## config.mk

```make
export PLATFORM = sky130hd
export DESIGN_NAME = note2cnt_mc_flat
export DESIGN_NICKNAME = d
export VERILOG_FILES = /design/src/rtl/note2cnt_mc_if.sv /design/src/rtl/note2cnt_mc.sv /design/src/flat_wrapper.sv
export SDC_FILE = /design/constraint.sdc
export NUM_CORES = 1
export LEC_CHECK = 0
export ABC_AREA = 1
export BUFFER_PORTS_ARGS = -buffer_cell sky130_fd_sc_hd__buf_2
export CAP_MARGIN = 20
export CORE_UTILIZATION = 40
export CTS_CLUSTER_DIAMETER = 200
export DETAILED_ROUTE_END_ITERATION = 8
export GPL_TIMING_DRIVEN = 0
export PLACE_DENSITY_LB_ADDON = 0.1
export RECOVER_POWER = 25
export SKIP_CTS_REPAIR_TIMING = 1
export SYNTH_ARGS = -nofsm -noshare
export SYNTH_HDL_FRONTEND = slang
export SYNTH_SLANG_ARGS = --single-unit
```

## constraint.sdc

```tcl
create_clock -name clk_i -period 2 [get_ports clk_i]
set_input_delay 0.5 -clock clk_i [delete_from_list [all_inputs] [get_ports clk_i]]
set_output_delay 0.5 -clock clk_i [all_outputs]
set_load 0.02 [all_outputs]
```

## src/rtl/note2cnt_mc_if.sv

```systemverilog
// Note-request handshake and per-voice count/gate outputs of note2cnt_mc.
interface note2cnt_mc_if #(
  parameter int BW    = 16,
  parameter int CH    = 4,
  parameter int CH_BW = 2
) ();
  logic                note_valid_i;
  logic                note_ready_o;
  logic [7:0]          note_i;
  logic [CH_BW-1:0]    chan_i;
  logic [CH*BW-1:0]    cnt_o;
  logic [CH-1:0]       gate_o;
  logic                upd_o;
  logic [CH_BW-1:0]    upd_ch_o;

  // Converter side
  modport slave (
    input  note_valid_i, note_i, chan_i,
    output note_ready_o, cnt_o, gate_o, upd_o, upd_ch_o
  );

  // Sequencer / decoder side
  modport master (
    output note_valid_i, note_i, chan_i,
    input  note_ready_o, cnt_o, gate_o, upd_o, upd_ch_o
  );
endinterface

```

## src/rtl/note2cnt_mc.sv

```systemverilog
// Multi-voice MIDI note to half-period count converter.
// A note is split into semitone and octave by repeated subtraction of 12,
// the semitone picks a base count, and the octave shifts it right with
// saturation to the output width. Each voice keeps its count until rewritten.
module note2cnt_mc #(
  parameter int BW     = 16,
  parameter int CH     = 4,
  parameter int CH_BW  = 2,
  parameter int CLK_HZ = 1_000_000
) (
  input  logic           clk_i,
  input  logic           rst_i,
  note2cnt_mc_if.slave   bus
);

  typedef enum logic [2:0] {IDLE, DIV, LUT, SHIFT, WRITE} state_t;

  // Half-period count of semitone k in MIDI octave -1 (note k, 8.1758 Hz base).
  function automatic logic [23:0] base_val(input int k);
    real f;
    f = real'(CLK_HZ) / (2.0 * 8.17580 * (2.0 ** (real'(k) / 12.0)));
    return 24'($rtoi(f + 0.5));
  endfunction

  state_t           state_reg, state_next;
  logic [6:0]       rem_reg, rem_next;
  logic [3:0]       oct_reg, oct_next;
  logic             off_reg, off_next;
  logic [CH_BW-1:0] chan_reg, chan_next;
  logic [23:0]      base_reg, base_next;
  logic [BW-1:0]    res_reg, res_next;
  logic             upd_reg;
  logic [CH_BW-1:0] upd_ch_reg;
  logic             write_en;
  logic             chan_ok;
  logic [23:0]      shifted;
  logic [23:0]      base_tab [12];

  genvar gi;

  // Base table is fixed at elaboration from the clock rate.
  generate
    for (gi = 0; gi < 12; gi++) begin : g_base
      localparam logic [23:0] BV = base_val(gi);
      assign base_tab[gi] = BV;
    end
  endgenerate

  // Zero-extend so the range check also works when CH fills the index width.
  assign chan_ok = ({1'b0, bus.chan_i} < (CH_BW+1)'(CH));

  assign bus.note_ready_o = (state_reg == IDLE);
  assign bus.upd_o        = upd_reg;
  assign bus.upd_ch_o     = upd_ch_reg;

  // Next-state and datapath decode for the conversion sequence.
  always_comb begin
    state_next = state_reg;
    rem_next   = rem_reg;
    oct_next   = oct_reg;
    off_next   = off_reg;
    chan_next  = chan_reg;
    base_next  = base_reg;
    res_next   = res_reg;
    write_en   = 1'b0;
    shifted    = base_reg >> oct_reg;
    case (state_reg)
      IDLE: begin
        // Out-of-range channels are accepted and silently dropped.
        if (bus.note_valid_i && chan_ok) begin
          rem_next   = bus.note_i[6:0];
          oct_next   = '0;
          off_next   = bus.note_i[7];
          chan_next  = bus.chan_i;
          state_next = bus.note_i[7] ? WRITE : DIV;
        end
      end
      DIV: begin
        if (rem_reg >= 7'd12) begin
          rem_next = rem_reg - 7'd12;
          oct_next = oct_reg + 4'd1;
        end else begin
          state_next = LUT;
        end
      end
      LUT: begin
        base_next  = base_tab[rem_reg[3:0]];
        state_next = SHIFT;
      end
      SHIFT: begin
        if ((shifted >> BW) != 24'd0) res_next = '1;
        else                          res_next = BW'(shifted);
        state_next = WRITE;
      end
      WRITE: begin
        write_en   = 1'b1;
        state_next = IDLE;
      end
      default: state_next = IDLE;
    endcase
  end

  // Control and datapath registers; reset aborts any conversion in flight.
  always_ff @(posedge clk_i) begin
    if (rst_i) begin
      state_reg <= IDLE;
      rem_reg   <= '0;
      oct_reg   <= '0;
      off_reg   <= 1'b0;
      chan_reg  <= '0;
      base_reg  <= '0;
      res_reg   <= '0;
    end else begin
      state_reg <= state_next;
      rem_reg   <= rem_next;
      oct_reg   <= oct_next;
      off_reg   <= off_next;
      chan_reg  <= chan_next;
      base_reg  <= base_next;
      res_reg   <= res_next;
    end
  end

  // Update strobe: one cycle wide, channel index held between strobes.
  always_ff @(posedge clk_i) begin
    if (rst_i) begin
      upd_reg    <= 1'b0;
      upd_ch_reg <= '0;
    end else begin
      upd_reg <= write_en;
      if (write_en) upd_ch_reg <= chan_reg;
    end
  end

  // Per-voice count and gate storage; only the addressed voice is written.
  generate
    for (gi = 0; gi < CH; gi++) begin : g_voice
      logic [BW-1:0] cnt_v_reg;
      logic          gate_v_reg;

      // Voice gi latches the result when the write targets it.
      always_ff @(posedge clk_i) begin
        if (rst_i) begin
          cnt_v_reg  <= '0;
          gate_v_reg <= 1'b0;
        end else if (write_en && (chan_reg == CH_BW'(gi))) begin
          cnt_v_reg  <= off_reg ? '0 : res_reg;
          gate_v_reg <= ~off_reg;
        end
      end

      assign bus.cnt_o[gi*BW +: BW] = cnt_v_reg;
      assign bus.gate_o[gi]         = gate_v_reg;
    end
  endgenerate

endmodule

```

## src/flat_wrapper.sv

```systemverilog
// flat-port wrapper written by rule: the top's interface ports become plain ports
module note2cnt_mc_flat 
#(
  parameter int BW     = 16,
  parameter int CH     = 4,
  parameter int CH_BW  = 2,
  parameter int CLK_HZ = 1_000_000
)
  (clk_i, rst_i, bus_note_valid_i, bus_note_i, bus_chan_i, bus_note_ready_o, bus_cnt_o, bus_gate_o, bus_upd_o, bus_upd_ch_o);
  note2cnt_mc_if #(.BW(BW), .CH(CH), .CH_BW(CH_BW)) bus_i ();
  input  logic clk_i;
  input  logic rst_i;
  input wire logic [$bits(bus_i.note_valid_i)-1:0] bus_note_valid_i;
  input wire logic [$bits(bus_i.note_i)-1:0] bus_note_i;
  input wire logic [$bits(bus_i.chan_i)-1:0] bus_chan_i;
  output wire logic [$bits(bus_i.note_ready_o)-1:0] bus_note_ready_o;
  output wire logic [$bits(bus_i.cnt_o)-1:0] bus_cnt_o;
  output wire logic [$bits(bus_i.gate_o)-1:0] bus_gate_o;
  output wire logic [$bits(bus_i.upd_o)-1:0] bus_upd_o;
  output wire logic [$bits(bus_i.upd_ch_o)-1:0] bus_upd_ch_o;
  assign bus_i.note_valid_i = bus_note_valid_i;
  assign bus_i.note_i = bus_note_i;
  assign bus_i.chan_i = bus_chan_i;
  assign bus_note_ready_o = bus_i.note_ready_o;
  assign bus_cnt_o = bus_i.cnt_o;
  assign bus_gate_o = bus_i.gate_o;
  assign bus_upd_o = bus_i.upd_o;
  assign bus_upd_ch_o = bus_i.upd_ch_o;
  note2cnt_mc #(.BW(BW), .CH(CH), .CH_BW(CH_BW), .CLK_HZ(CLK_HZ)) u_core (.clk_i(clk_i), .rst_i(rst_i), .bus(bus_i));
endmodule
```

---- After elaboration in Yosys (flattened, before gate mapping) ----
Memories as Yosys holds them, arrays and structs flattened. A register that Yosys moved wholly into a read port is not among the register bits.
Cells that the tools add are included.
word-level totals
  ROM bits ................................ 384
  bits in latches ......................... 0
  register bits after elaboration ......... 104
  bits in writable memories ............... 0
  bits of input ports ..................... 13
  memories kept ........................... 1
  output and inout bits ................... 72
  logic and storage cells ................. 57
memories
  name              depth  bits a word  read ports  clocked after Yosys merged registers in  write ports  RTL line           text
  (name not given)  16     24           1           1                                        0            note2cnt_mc.sv:87  base_next = base_tab[rem_reg[3:0]];
operators by class
  div/mod/pow operators ................... 0
  shifts and indexed selects .............. 1
  reduce and logical (&&, ||, !) cells .... 11
  mux-type cells .......................... 13
  multiply operators ...................... 0
  bitwise gates (word level) .............. 2
  $lt $le $gt $ge ......................... 1
  equality and inequality tests ........... 10
  add/sub/neg operators ................... 2
operators with widths
  cell                 number
  $mux 16              2
  $reduce_bool 24->1   1
  $shr 24x4->24        1
  $mux 7               2
  $pmux 7 s2           1
  $pmux 3 s4           1
  $mux 3               3
  $mux 4               2
  $pmux 4 s2           1
  $ge 7x4->1 const B   1
  $sub 7x4->7 const B  1
  $eq 3x2->1 const B   2
  $not 4->5            1
  $add 4x1->4 const B  1
  $eq 2x2->1 const B   2
  $logic_and 1x1->1    4
  $ne 2x2->1 const B   2
  $reduce_and 2->1     2
  $eq 3x1->1 const B   1
  $eq 3x3->1 const B   1
  $logic_not 3->1      1
  $reduce_and 3->1     1
  $eq 2x1->1 const B   1
  $logic_not 2->1      1
  4 further kinds      4

---- Logic depth before layout (Yosys ltp) ----
Gate-level depths: netlist of run 1.
  depth after elaboration ................. 3
  gate-level depth with buffers ........... 11
  gate-level depth less buffers ........... 9

---- Least setup slack after synthesis of run 1 ----
Ideal clock, no wire load.
  path type ............................... reg-to-reg
  start ................................... reg u_core.rem_reg[0]
  end ..................................... reg u_core.oct_reg[1]
  library setup time ...................... 117 ps
  arrival time ............................ 1413 ps
  required time ........................... 1883 ps
  slack ................................... 470 ps
  cell stages (with the launch flop) ...... 10
  clock period less this slack ............ 1530 ps
  buffers on the path ..................... 1
  cells stage by stage .................... dfxtp_1 -> inv_1 -> ha_1 -> nand2_1 -> nand4_1 -> nand2_1 -> nand2_1 -> buf_4 -> o21ai_0 -> nor2_1
on the way
  word-level cells in the longest chain between the ends .. 3
ends and longest elaborated chain
  what                               RTL line            text
  start, declared                    note2cnt_mc.sv:26   logic [6:0] rem_reg, rem_next;
  start signal, assigned             note2cnt_mc.sv:115  rem_reg <= rem_next;
  $ge 7x4->1                         note2cnt_mc.sv:79   if (rem_reg >= 7'd12) begin
  $ne 2x1->1 (no source line)        --
  $reduce_and 3->1 (no source line)  --
  end signal, assigned               note2cnt_mc.sv:116  oct_reg <= oct_next;
  end, declared                      note2cnt_mc.sv:27   logic [3:0] oct_reg, oct_next;
Every way passes these cells.
A chain may end at the register's enable or synchronous reset.

---- Worst setup path after layout of run 1 ----
Same ends and word-level chain as after synthesis.

==> metrics.log, run 1 <==
INFO  metric outcome = finished clean
INFO  metric timing.critical_path.from_type = flip-flop
INFO  metric static_leak = 2.80 nW
INFO  metric timing.final.crit_period = 1820 ps
INFO  metric tritoncts.num_buffers = 17
INFO  metric top_level_ports = 85
INFO  metric initial_core_util = 41.5%
INFO  metric floorplan.die_area = 13,700 µm²
INFO  metric drt.antenna.violating_nets = 0
INFO  metric timing.clock.skew = 8.48 ps
INFO  metric final_layout_size_suffix_gt1_share = 14.7%
INFO  metric number_of_enable_type_register_cells_in_the_synthesized_netlist = 0
INFO  metric wirelength = 15,400 µm
INFO  metric unique_masters_post_synth = 31
INFO  metric share_of_the_synthesized_area_in_the_top_cell_type = 45.3%
INFO  metric dominantRegCellSynth = sky130_fd_sc_hd__dfxtp_1
INFO  metric setup.worst_path.end_class = flip-flop
INFO  metric layout.cells.non_filler = 1,002
INFO  metric die_h = 117 µm
INFO  metric worst_setup_hold_path_clk_slew = 60 ps
INFO  metric setup.reg_to_reg.worst_slack = 180 ps
INFO  metric maximum_number_of_pins_on_one_net_before_global_route_repair = 17
INFO  metric cts.path.max_buffers = 2
INFO  metric yosys_warnings = 0
INFO  metric avgViaCountPerCell = 5.13
INFO  metric remaining_routing_drc_violations = 0
INFO  metric commonest_non_fill_non_tap_cell_in_the_layout = sky130_fd_sc_hd__nand2_1
INFO  metric detailedRoute.firstIterationViolations = 301
INFO  metric nNetsFinal = 839
INFO  metric timing_max_transition_violations_final = 0
INFO  metric ys_async_sr_fraction = 0%
INFO  metric first_pass_grt_wire_length = 23,900 µm
INFO  metric synth_seq_cells = 120
INFO  metric slowest_stage = sky130_fd_sc_hd__dfxtp_2
INFO  metric synthCells = 715
INFO  metric cp_cell_sequence = inv_1 -> ha_1 -> nand2_1 -> nand4_1 -> nand2_1 -> nand2_1 -> buf_4 -> o21ai_0 -> nor2_1
INFO  metric cts-htree-levels = 4
INFO  metric post-route-period-util = 90.8%
INFO  metric antenna_cells = 0
INFO  metric synth_nets = 737
INFO  metric path_type_of_the_worst_setup_path = flip-flop to flip-flop
INFO  metric max_cap_violations = 0
INFO  metric synthesis.area_per_instance = 7.42 µm²
INFO  metric dr_total_vias = 5,138
INFO  metric cts_root_buf = sky130_fd_sc_hd__clkbuf_16
INFO  metric synth.yosys.seq_area_share = 45.3%
INFO  metric layout_common_cells = sky130_fd_sc_hd__nand2_1, sky130_fd_sc_hd__dfxtp_1, sky130_fd_sc_hd__a21oi_1, sky130_fd_sc_hd__nor2_1, sky130_fd_sc_hd__clkbuf_1
INFO  metric grt_antenna_before_repair = 0
INFO  metric routed_wire_length_per_instance = 15.4 µm
INFO  metric synth_area = 5300 µm²
INFO  metric globalplace.congestion = 0.896
INFO  metric min-delay-path-class = primary input to flip-flop
INFO  metric achievable-frequency = 0.551 GHz
INFO  metric setup_violations = 0
INFO  metric finish.utilization = 50.9%
INFO  metric post_place_cells = 970
INFO  metric tightestPinTransition = 823 ps
INFO  metric crit_arrival = 2130 ps
INFO  metric tritoncts = yes
INFO  metric flip_flop_count_of_the_largest_register_all_copies_and_words_added = 64
INFO  metric numPortBuffers = 83
INFO  metric clkSinkCount = 120
INFO  metric timing.critical_path.slowest_cell_delay = 400 ps
INFO  metric number_of_placement_rows = 41
INFO  metric required = 2310 ps
INFO  metric yosysTopAreaCell = sky130_fd_sc_hd__dfxtp_1
INFO  metric grt_util_all_layers = 23.5%
INFO  metric worst_skew_pair.late_latency = 420 ps
INFO  metric report.final.hold_viol_count = 0
INFO  metric coreArea = 12,800 µm²
INFO  metric die_x = 117 µm
INFO  metric detail_route.first_pass.iterations = 5
INFO  metric path_max_fanout = 10
INFO  metric area.growth.synth_to_final = 22.7%
INFO  metric number_of_global_route_vias_before_repair = 4,725
INFO  metric grt-ovfl-total = 0
INFO  metric powerDensity = 1180 nW/µm²
INFO  metric slew_headroom = 45.1%
INFO  metric dp.final_hpwl = 11,700 µm
INFO  metric ir_worst_vdd = 0.668 mV
INFO  metric yosys-top-cells-area = sky130_fd_sc_hd__dfxtp_1, sky130_fd_sc_hd__nand2_1, sky130_fd_sc_hd__a21oi_1, sky130_fd_sc_hd__nand3_1, sky130_fd_sc_hd__o21ai_0
INFO  metric unrepaired_setup_endpoints_after_global_routing = no
INFO  metric critical_path.most_common_cell = sky130_fd_sc_hd__nand2_1
stage by stage:
| stage | total power (W) | worst slack, ps | hold WS (ps) | setup TNS [ps] | instance area, µm² |
|---|---|---|---|---|---|
| after CTS | 0.00771 | 46.2 | 355 | 0 | 6560 |
| after detailed placement | 0.00447 | -55.0 | 450 | -208 | 5930 |
| final | 0.00766 | 185 | 362 | 0 | 6500 |
| after global routing | 0.00805 | 19.4 | 371 | 0 | 6500 |
| after floorplan | 0.00398 | 470 | 445 | 0 | 5300 |
| after global placement | 0.00445 | -56.9 | 445 | -182 | 5930 |
critical path: cells and delay by family (launching register included):
family | cells | cell delay [ps]
DFF | 1 | 400
buffers and inverters | 2 | 350
adders and majority gates | 1 | 310
AOI/OAI and AO/OA | 1 | 160
and+or+nand+nor | 5 | 480
power breakdown:
part           leakage (nW)  switching [W]  internal [W]
Combinational          1.54        0.00115      0.000507
Clock                 0.290        0.00116       0.00209
Sequential            0.972       0.000158       0.00260
cells in the mapped netlist (3+ instances only):
master	instances
sky130_fd_sc_hd__a211oi_1	5
sky130_fd_sc_hd__a211oi_2	10
sky130_fd_sc_hd__a21oi_1	83
sky130_fd_sc_hd__a31oi_1	6
sky130_fd_sc_hd__buf_2	19
sky130_fd_sc_hd__buf_4	9
sky130_fd_sc_hd__clkbuf_1	18
sky130_fd_sc_hd__dfxtp_1	120
sky130_fd_sc_hd__ha_1	9
sky130_fd_sc_hd__inv_1	48
sky130_fd_sc_hd__inv_2	3
sky130_fd_sc_hd__nand2_1	150
sky130_fd_sc_hd__nand3_1	61
sky130_fd_sc_hd__nor2_1	66
sky130_fd_sc_hd__nor2_2	3
sky130_fd_sc_hd__o211ai_1	4
sky130_fd_sc_hd__o21a_1	6
sky130_fd_sc_hd__o21ai_0	60
sky130_fd_sc_hd__o21ai_1	17
final cells by class:
| type | count | area [µm²] |
|---|---|---|
| multi-input cells | 494 | 2450 |
| fillers | 1316 | 6270 |
| repair buffers | 83 | 359 |
| clock inverters | 14 | 198 |
| plain buffers | 48 | 253 |
| flip-flops and latches | 120 | 2400 |
| inverters | 53 | 199 |
| clock buffers | 18 | 429 |
| well taps | 172 | 215 |
layer usage:
layer	track usage, %	share of wire, %
met1	27.2	44
met2	42.2	50
met3	5.82	4.5
met4	8.19	1.6
met5	0	0
logic make-up (layout without fill, tap and decap cells):
| group | after synthesis | in the layout | share of synthesized area [%] |
|---|---|---|---|
| and+or+nand+nor | 289 | 289 | 22.9 |
| AOI/OAI and AO/OA | 193 | 193 | 20.6 |
| DFF | 120 | 120 | 45.3 |
| buffers and inverters | 101 | 216 | 8.52 |
| adders and majority gates | 9 | 9 | 2.12 |
| xor gates and xnor gates | 2 | 2 | 0.330 |
| muxes | 1 | 1 | 0.189 |
final timing paths:
| kind | end | depth (start not counted) | startpoint |
|---|---|---|---|
| worst min register to register | u_core.bus.upd_ch_o[0] | 2 | u_core.bus.upd_ch_o[0] |
| worst max-delay path | u_core.oct_reg[1] | 9 | u_core.rem_reg[0] |
| worst max register to register | u_core.oct_reg[1] | 9 | u_core.rem_reg[0] |
| worst min-delay path | u_core.rem_reg[0] | 3 | bus_note_i[0] |
No activity file was read; power rests on OpenSTA's default activity.
==> run 2: changes to the inputs <==
--- a/config.mk
+++ b/config.mk
@@ -14,6 +14,7 @@
 export GPL_TIMING_DRIVEN = 0
 export PLACE_DENSITY_LB_ADDON = 0.1
 export RECOVER_POWER = 25
+export REMOVE_ABC_BUFFERS = 1
 export SKIP_CTS_REPAIR_TIMING = 1
 export SYNTH_ARGS = -nofsm -noshare
 export SYNTH_HDL_FRONTEND = slang
==> run 2 against run 1 <==
  * Sequential cell count unchanged
  * Total power is 2.5% lower
  * Sequential power increased by 3%
  * Via count fell by 6.4%
  * Hold slack better by 14 ps
  * Critical endpoint is now bus_note_ready_o
  * Setup slack gained 4.8 ps
  * Core utilization decreased by 0.60 points
  * Sequential share of layout area up 0.44 points
==> metrics.log, run 2 (synthesis results as in run 1) <==
INFO  metric finish.utilization = 50.3% (was 50.9%)
INFO  metric path_type_of_the_worst_setup_path = flip-flop to output port (was flip-flop to flip-flop)
INFO  metric ir_worst_vdd = 0.519 mV (was 0.668 mV)
INFO  metric tritoncts.num_buffers = 17 (unchanged)
INFO  metric detailedRoute.firstIterationViolations = 329 (was 301)
INFO  metric detail_route.first_pass.iterations = 5 (unchanged)
INFO  metric layout.cells.non_filler = 965 (was 1,002)
INFO  metric clkSinkCount = 120 (unchanged)
INFO  metric slew_headroom = 55.3% (was 45.1%)
INFO  metric nNetsFinal = 802 (was 839)
INFO  metric antenna_cells = 0 (unchanged)
INFO  metric dp.final_hpwl = 8970 µm (was 11,700 µm)
INFO  metric floorplan.die_area = 13,700 µm² (unchanged)
INFO  metric layout_common_cells = sky130_fd_sc_hd__nand2_1, sky130_fd_sc_hd__dfxtp_1, sky130_fd_sc_hd__a21oi_1, sky130_fd_sc_hd__nor2_1, sky130_fd_sc_hd__nand3_1 (was sky130_fd_sc_hd__nand2_1, sky130_fd_sc_hd__dfxtp_1, sky130_fd_sc_hd__a21oi_1, sky130_fd_sc_hd__nor2_1, sky130_fd_sc_hd__clkbuf_1)
INFO  metric coreArea = 12,800 µm² (unchanged)
INFO  metric setup.worst_path.end_class = output port (was flip-flop)
INFO  metric drt.antenna.violating_nets = 0 (unchanged)
INFO  metric grt-ovfl-total = 0 (unchanged)
INFO  metric achievable-frequency = 0.552 GHz (was 0.551 GHz)
INFO  metric slowest_stage = sky130_fd_sc_hd__dfxtp_1 (was sky130_fd_sc_hd__dfxtp_2)
INFO  metric final_layout_size_suffix_gt1_share = 13.9% (was 14.7%)
INFO  metric worst_skew_pair.late_latency = 410 ps (was 420 ps)
INFO  metric top_level_ports = 85 (unchanged)
INFO  metric post_place_cells = 926 (was 970)
INFO  metric globalplace.congestion = 0.828 (was 0.896)
INFO  metric powerDensity = 1160 nW/µm² (was 1180 nW/µm²)
INFO  metric setup_violations = 0 (unchanged)
INFO  metric required = 1500 ps (was 2310 ps)
INFO  metric commonest_non_fill_non_tap_cell_in_the_layout = sky130_fd_sc_hd__nand2_1 (unchanged)
INFO  metric min-delay-path-class = primary input to flip-flop (unchanged)
INFO  metric unrepaired_setup_endpoints_after_global_routing = no (unchanged)
INFO  metric path_max_fanout = 4 (was 10)
INFO  metric post-route-period-util = 90.5% (was 90.8%)
INFO  metric first_pass_grt_wire_length = 21,300 µm (was 23,900 µm)
INFO  metric finish.instance_area = 6430 µm² (was 6500 µm²)
INFO  metric tritoncts = yes (unchanged)
INFO  metric postPlaceCellArea = 5740 µm² (was 5930 µm²)
INFO  metric remaining_routing_drc_violations = 0 (unchanged)
INFO  metric timing.critical_path.slowest_cell_delay = 370 ps (was 400 ps)
INFO  metric max_cap_violations = 0 (unchanged)
INFO  metric cts.path.max_buffers = 2 (unchanged)
INFO  metric worst_setup_hold_path_clk_slew = 50 ps (was 60 ps)
INFO  metric die_x = 117 µm (unchanged)
INFO  metric avgViaCountPerCell = 4.98 (was 5.13)
INFO  metric outcome = finished clean (unchanged)
INFO  metric timing.critical_path.from_type = flip-flop (unchanged)
INFO  metric tightestPinTransition = 671 ps (was 823 ps)
INFO  metric holdWs = 376 ps (was 362 ps)
INFO  metric wirelength = 13,100 µm (was 15,400 µm)
INFO  metric initial_core_util = 41.5% (unchanged)
INFO  metric grt_antenna_before_repair = 0 (unchanged)
INFO  metric report.final.hold_viol_count = 0 (unchanged)
INFO  metric crit_arrival = 1310 ps (was 2130 ps)
INFO  metric area.growth.synth_to_final = 21.2% (was 22.7%)
INFO  metric timing.final.crit_period = 1810 ps (was 1820 ps)
INFO  metric number_of_global_route_vias_before_repair = 4,393 (was 4,725)
INFO  metric cp_cell_sequence = nor2_1 -> nand2_1 -> inv_1 -> buf_2 (was inv_1 -> ha_1 -> nand2_1 -> nand4_1 -> nand2_1 -> nand2_1 -> buf_4 -> o21ai_0 -> nor2_1)
INFO  metric routed_wire_length_per_instance = 13.6 µm (was 15.4 µm)
INFO  metric dr_total_vias = 4,807 (was 5,138)
INFO  metric flip_flop_count_of_the_largest_register_all_copies_and_words_added = 64 (unchanged)
INFO  metric cts_root_buf = sky130_fd_sc_hd__clkbuf_16 (unchanged)
INFO  metric timing_max_transition_violations_final = 0 (unchanged)
INFO  metric die_h = 117 µm (unchanged)
INFO  metric maximum_number_of_pins_on_one_net_before_global_route_repair = 52 (was 17)
INFO  metric timing.clock.skew = 6.69 ps (was 8.48 ps)
INFO  metric grt_util_all_layers = 20.1% (was 23.5%)
INFO  metric cts-htree-levels = 4 (unchanged)
INFO  metric static_leak = 2.70 nW (was 2.80 nW)
INFO  metric number_of_placement_rows = 41 (unchanged)
INFO  metric numPortBuffers = 84 (was 83)
-- run 2: cell types whose count changed in the layout (fill, tap and decap cells not counted), moves of 3 or more --
| cell | change |
|---|---|
| sky130_fd_sc_hd__buf_8 | +3 |
| sky130_fd_sc_hd__buf_2 | -19 |
| sky130_fd_sc_hd__inv_1 | -3 |
| sky130_fd_sc_hd__clkbuf_1 | -18 |
| sky130_fd_sc_hd__clkbuf_8 | +4 |
| sky130_fd_sc_hd__buf_4 | -5 |
| sky130_fd_sc_hd__inv_6 | -3 |
-- run 2: layout make-up --
cell class | instances | area (µm²)
repair buffers | 94 | 509
clock inverters | 10 | 143
clock buffers | 22 | 484
well taps | 172 | 215
multi-input cells | 494 | 2460
flip-flops and latches | 120 | 2400
inverters | 53 | 210
fillers | 1310 | 6340
-- run 2: critical path: cells and delay by family (launching register included) --
kind	cells	cell delay [ps]
buffers and inverters	2	260
flip-flops	1	370
AND/OR/NAND/NOR	2	280
-- run 2: metal layers --
metal	wire length (µm)	track usage, %
met1	6420	26.3
met3	487	4.69
met5	0	0
met4	90	7.85
met2	6130	32.3
-- run 2: report_power, final --
group,internal (W),switching [W]
Clock,0.00209,0.00107
Combinational,0.000466,0.00100
Sequential,0.00260,0.000248
-- run 2: final timing paths --
check                           depth (start not counted)                            from  slack (ps)                        endpoint
worst max-delay path                                    4             u_core.state_reg[0]         190                bus_note_ready_o
worst min register to register                          1  u_core.g_voice[3].cnt_v_reg[2]         460  u_core.g_voice[3].cnt_v_reg[2]
worst max register to register                          8               u_core.rem_reg[0]         200               u_core.rem_reg[3]
worst min-delay path                                    3                   bus_note_i[1]         380               u_core.rem_reg[1]
-- run 2: metrics by stage --
step	TNS (ps)	power (W)	worst slack [ps]
2_1_floorplan	-685	0.00388	-114
3_3_place_gp	-100000	0.00430	-1280
3_5_place_dp	-24570	0.00433	-438
4_1_cts	-2940	0.00753	-214
5_1_grt	0	0.00790	9.17
6_report	0	0.00748	190
==> run 3: changes to the inputs <==
--- a/config.mk
+++ b/config.mk
@@ -9,6 +9,7 @@
 export BUFFER_PORTS_ARGS = -buffer_cell sky130_fd_sc_hd__buf_2
 export CAP_MARGIN = 20
 export CORE_UTILIZATION = 40
+export CTS_BUF_LIST = sky130_fd_sc_hd__clkbuf_16
 export CTS_CLUSTER_DIAMETER = 200
 export DETAILED_ROUTE_END_ITERATION = 8
 export GPL_TIMING_DRIVEN = 0
==> run 3 against run 2 <==
  * Maximum frequency barely moved
  * Highest routed layer unchanged
  * Combinational power barely moved
  * Setup slack got worse by 1.4 ps
  * Non-clock buffer count did not move
  * Critical path depth did not move
  * Count of clock-buffer cells in the layout fell by 5
  * Sequential power barely moved
  * Register-to-register slack barely moved
  * Cell count did not move
==> metrics.log, run 3 (synthesis results as in run 1) <==
INFO  metric worst_skew_pair.late_latency = 420 ps (was 410 ps)
INFO  metric cts_root_buf = sky130_fd_sc_hd__clkbuf_16 (unchanged)
INFO  metric report.final.hold_viol_count = 0 (unchanged)
INFO  metric die_x = 117 µm (unchanged)
INFO  metric tightestPinTransition = 681 ps (was 671 ps)
INFO  metric wirelength = 13,100 µm (about the same)
INFO  metric avgViaCountPerCell = 4.99 (was 4.98)
INFO  metric final_layout_size_suffix_gt1_share = 13.4% (was 13.9%)
INFO  metric grt_util_all_layers = 20.1% (about the same)
INFO  metric dr_total_vias = 4,820 (was 4,807)
INFO  metric remaining_routing_drc_violations = 0 (unchanged)
INFO  metric slew_headroom = 54.6% (was 55.3%)
INFO  metric worst_r2r_path_depth = 8 (unchanged)
INFO  metric antenna_cells = 0 (unchanged)
INFO  metric number_of_placement_rows = 41 (unchanged)
INFO  metric clkSinkCount = 120 (unchanged)
INFO  metric outcome = finished clean (unchanged)
INFO  metric worstSetupPathDepth = 4 (unchanged)
INFO  metric total_power = 0.00732 W (was 0.00748 W)
INFO  metric floorplan.die_area = 13,700 µm² (unchanged)
INFO  metric drt.antenna.violating_nets = 0 (unchanged)
INFO  metric max_cap_violations = 0 (unchanged)
INFO  metric numPortBuffers = 84 (unchanged)
INFO  metric timing.critical_path.slowest_cell_delay = 370 ps (about the same)
INFO  metric timing_max_transition_violations_final = 0 (unchanged)
INFO  metric achievable-frequency = 0.552 GHz (about the same)
INFO  metric detail_route.first_pass.iterations = 4 (was 5)
INFO  metric timing.final.crit_period = 1810 ps (about the same)
INFO  metric globalplace.congestion = 0.828 (unchanged)
INFO  metric worst_setup_hold_path_clk_slew = 50 ps (about the same)
INFO  metric commonest_non_fill_non_tap_cell_in_the_layout = sky130_fd_sc_hd__nand2_1 (unchanged)
INFO  metric flip_flop_count_of_the_largest_register_all_copies_and_words_added = 64 (unchanged)
INFO  metric timing.clock.skew = 9.30 ps (was 6.69 ps)
INFO  metric worst-path-buf-inv = 2 (unchanged)
INFO  metric required = 1500 ps (about the same)
INFO  metric path_type_of_the_worst_setup_path = flip-flop to output port (unchanged)
INFO  metric timing.critical_path.max_delay_family = flip-flops (unchanged)
INFO  metric tritoncts = yes (unchanged)
INFO  metric top_level_ports = 85 (unchanged)
INFO  metric ir_worst_vdd = 0.520 mV (was 0.519 mV)
INFO  metric dp.final_hpwl = 8970 µm (unchanged)
INFO  metric postPlaceCellArea = 5740 µm² (unchanged)
INFO  metric nNetsFinal = 802 (unchanged)
INFO  metric timing.critical_path.from_type = flip-flop (unchanged)
INFO  metric die_h = 117 µm (unchanged)
INFO  metric area.growth.synth_to_final = 20.5% (was 21.2%)
INFO  metric layout_common_cells = sky130_fd_sc_hd__nand2_1, sky130_fd_sc_hd__dfxtp_1, sky130_fd_sc_hd__a21oi_1, sky130_fd_sc_hd__nor2_1, sky130_fd_sc_hd__nand3_1 (unchanged)
INFO  metric number_of_global_route_vias_before_repair = 4,391 (was 4,393)
INFO  metric setup.worst_path.end_class = output port (unchanged)
INFO  metric min-delay-path-class = primary input to flip-flop (unchanged)
INFO  metric maximum_number_of_pins_on_one_net_before_global_route_repair = 52 (unchanged)
INFO  metric grt_antenna_before_repair = 0 (unchanged)
INFO  metric crit_arrival = 1310 ps (about the same)
INFO  metric initial_core_util = 41.5% (unchanged)
INFO  metric path_max_fanout = 4 (unchanged)
INFO  metric detailedRoute.firstIterationViolations = 304 (was 329)
INFO  metric min_delay_path_depth = 3 (unchanged)
INFO  metric grt-ovfl-total = 0 (unchanged)
INFO  metric setup_violations = 0 (unchanged)
INFO  metric cts.path.max_buffers = 2 (unchanged)
INFO  metric routed_wire_length_per_instance = 13.6 µm (about the same)
INFO  metric post-route-period-util = 90.6% (was 90.5%)
INFO  metric slowest_stage = sky130_fd_sc_hd__dfxtp_1 (unchanged)
INFO  metric finish.instance_area = 6390 µm² (was 6430 µm²)
INFO  metric cp_cell_sequence = nor2_1 -> nand2_1 -> inv_1 -> buf_2 (unchanged)
INFO  metric coreArea = 12,800 µm² (unchanged)
INFO  metric powerDensity = 1150 nW/µm² (was 1160 nW/µm²)
INFO  metric unrepaired_setup_endpoints_after_global_routing = no (unchanged)
INFO  metric static_leak = 2.68 nW (was 2.70 nW)
INFO  metric first_pass_grt_wire_length = 21,300 µm (unchanged)
INFO  metric tritoncts.num_buffers = 17 (unchanged)
INFO  metric cts-htree-levels = 4 (unchanged)
run 3: cell count changes in the layout (fill, tap and decap cells not counted):
cell,previous run,this run
sky130_fd_sc_hd__clkbuf_8,4,0
sky130_fd_sc_hd__clkinv_1,0,4
sky130_fd_sc_hd__inv_1,45,46
sky130_fd_sc_hd__clkbuf_1,46,45
run 3: through the flow:
stage / utilization, % / TNS [ps] / hold slack, ps / worst slack [ps] / cells
detailed placement: 44.9 / -24570 / 448 / -438 / 926
floorplan: - / -685 / 439 / -114 / 667
CTS: 49.5 / -2980 / 351 / -215 / 958
global route: 50.0 / 0 / 389 / 9.17 / 965
global placement: 44.5 / -100000 / 444 / -1280 / 923
finish: 50.0 / 0 / 375 / 188 / 965
run 3: final timing paths:
path	start	to	slack [ps]
max	u_core.state_reg[0]	bus_note_ready_o	190
min	bus_note_i[1]	u_core.rem_reg[1]	370
max reg2reg	u_core.rem_reg[0]	u_core.rem_reg[3]	200
min reg2reg	u_core.g_voice[3].cnt_v_reg[2]	u_core.g_voice[3].cnt_v_reg[2]	460
run 3: routing by layer:
metal / share of wire [%] / global-route usage, %
met5: 0 / 0
met4: 1.3 / 7.85
met3: 3.4 / 4.69
met2: 46 / 32.3
met1: 49 / 26.2
run 3: cell type report:
type / instances / area (µm²)
clock inverters: 15 / 161
fillers: 1320 / 6380
multi-input cells: 494 / 2460
inverters: 53 / 210
repair buffers: 94 / 509
flip-flops and latches: 120 / 2400
well taps: 172 / 215
clock buffers: 17 / 425
run 3: report_power, final:
part	leakage [nW]	switching, W	total [W]	internal, W
Sequential	0.972	0.000248	0.00285	0.00260
Clock	0.276	0.00107	0.00300	0.00193
Combinational	1.44	0.00100	0.00147	0.000466
Total	2.68	0.00232	0.00732	0.00500
run 3: worst min-delay path: stages:
cell and delay (ps):
sky130_fd_sc_hd__buf_2 90, sky130_fd_sc_hd__nor2_1 90, sky130_fd_sc_hd__a211oi_1 50
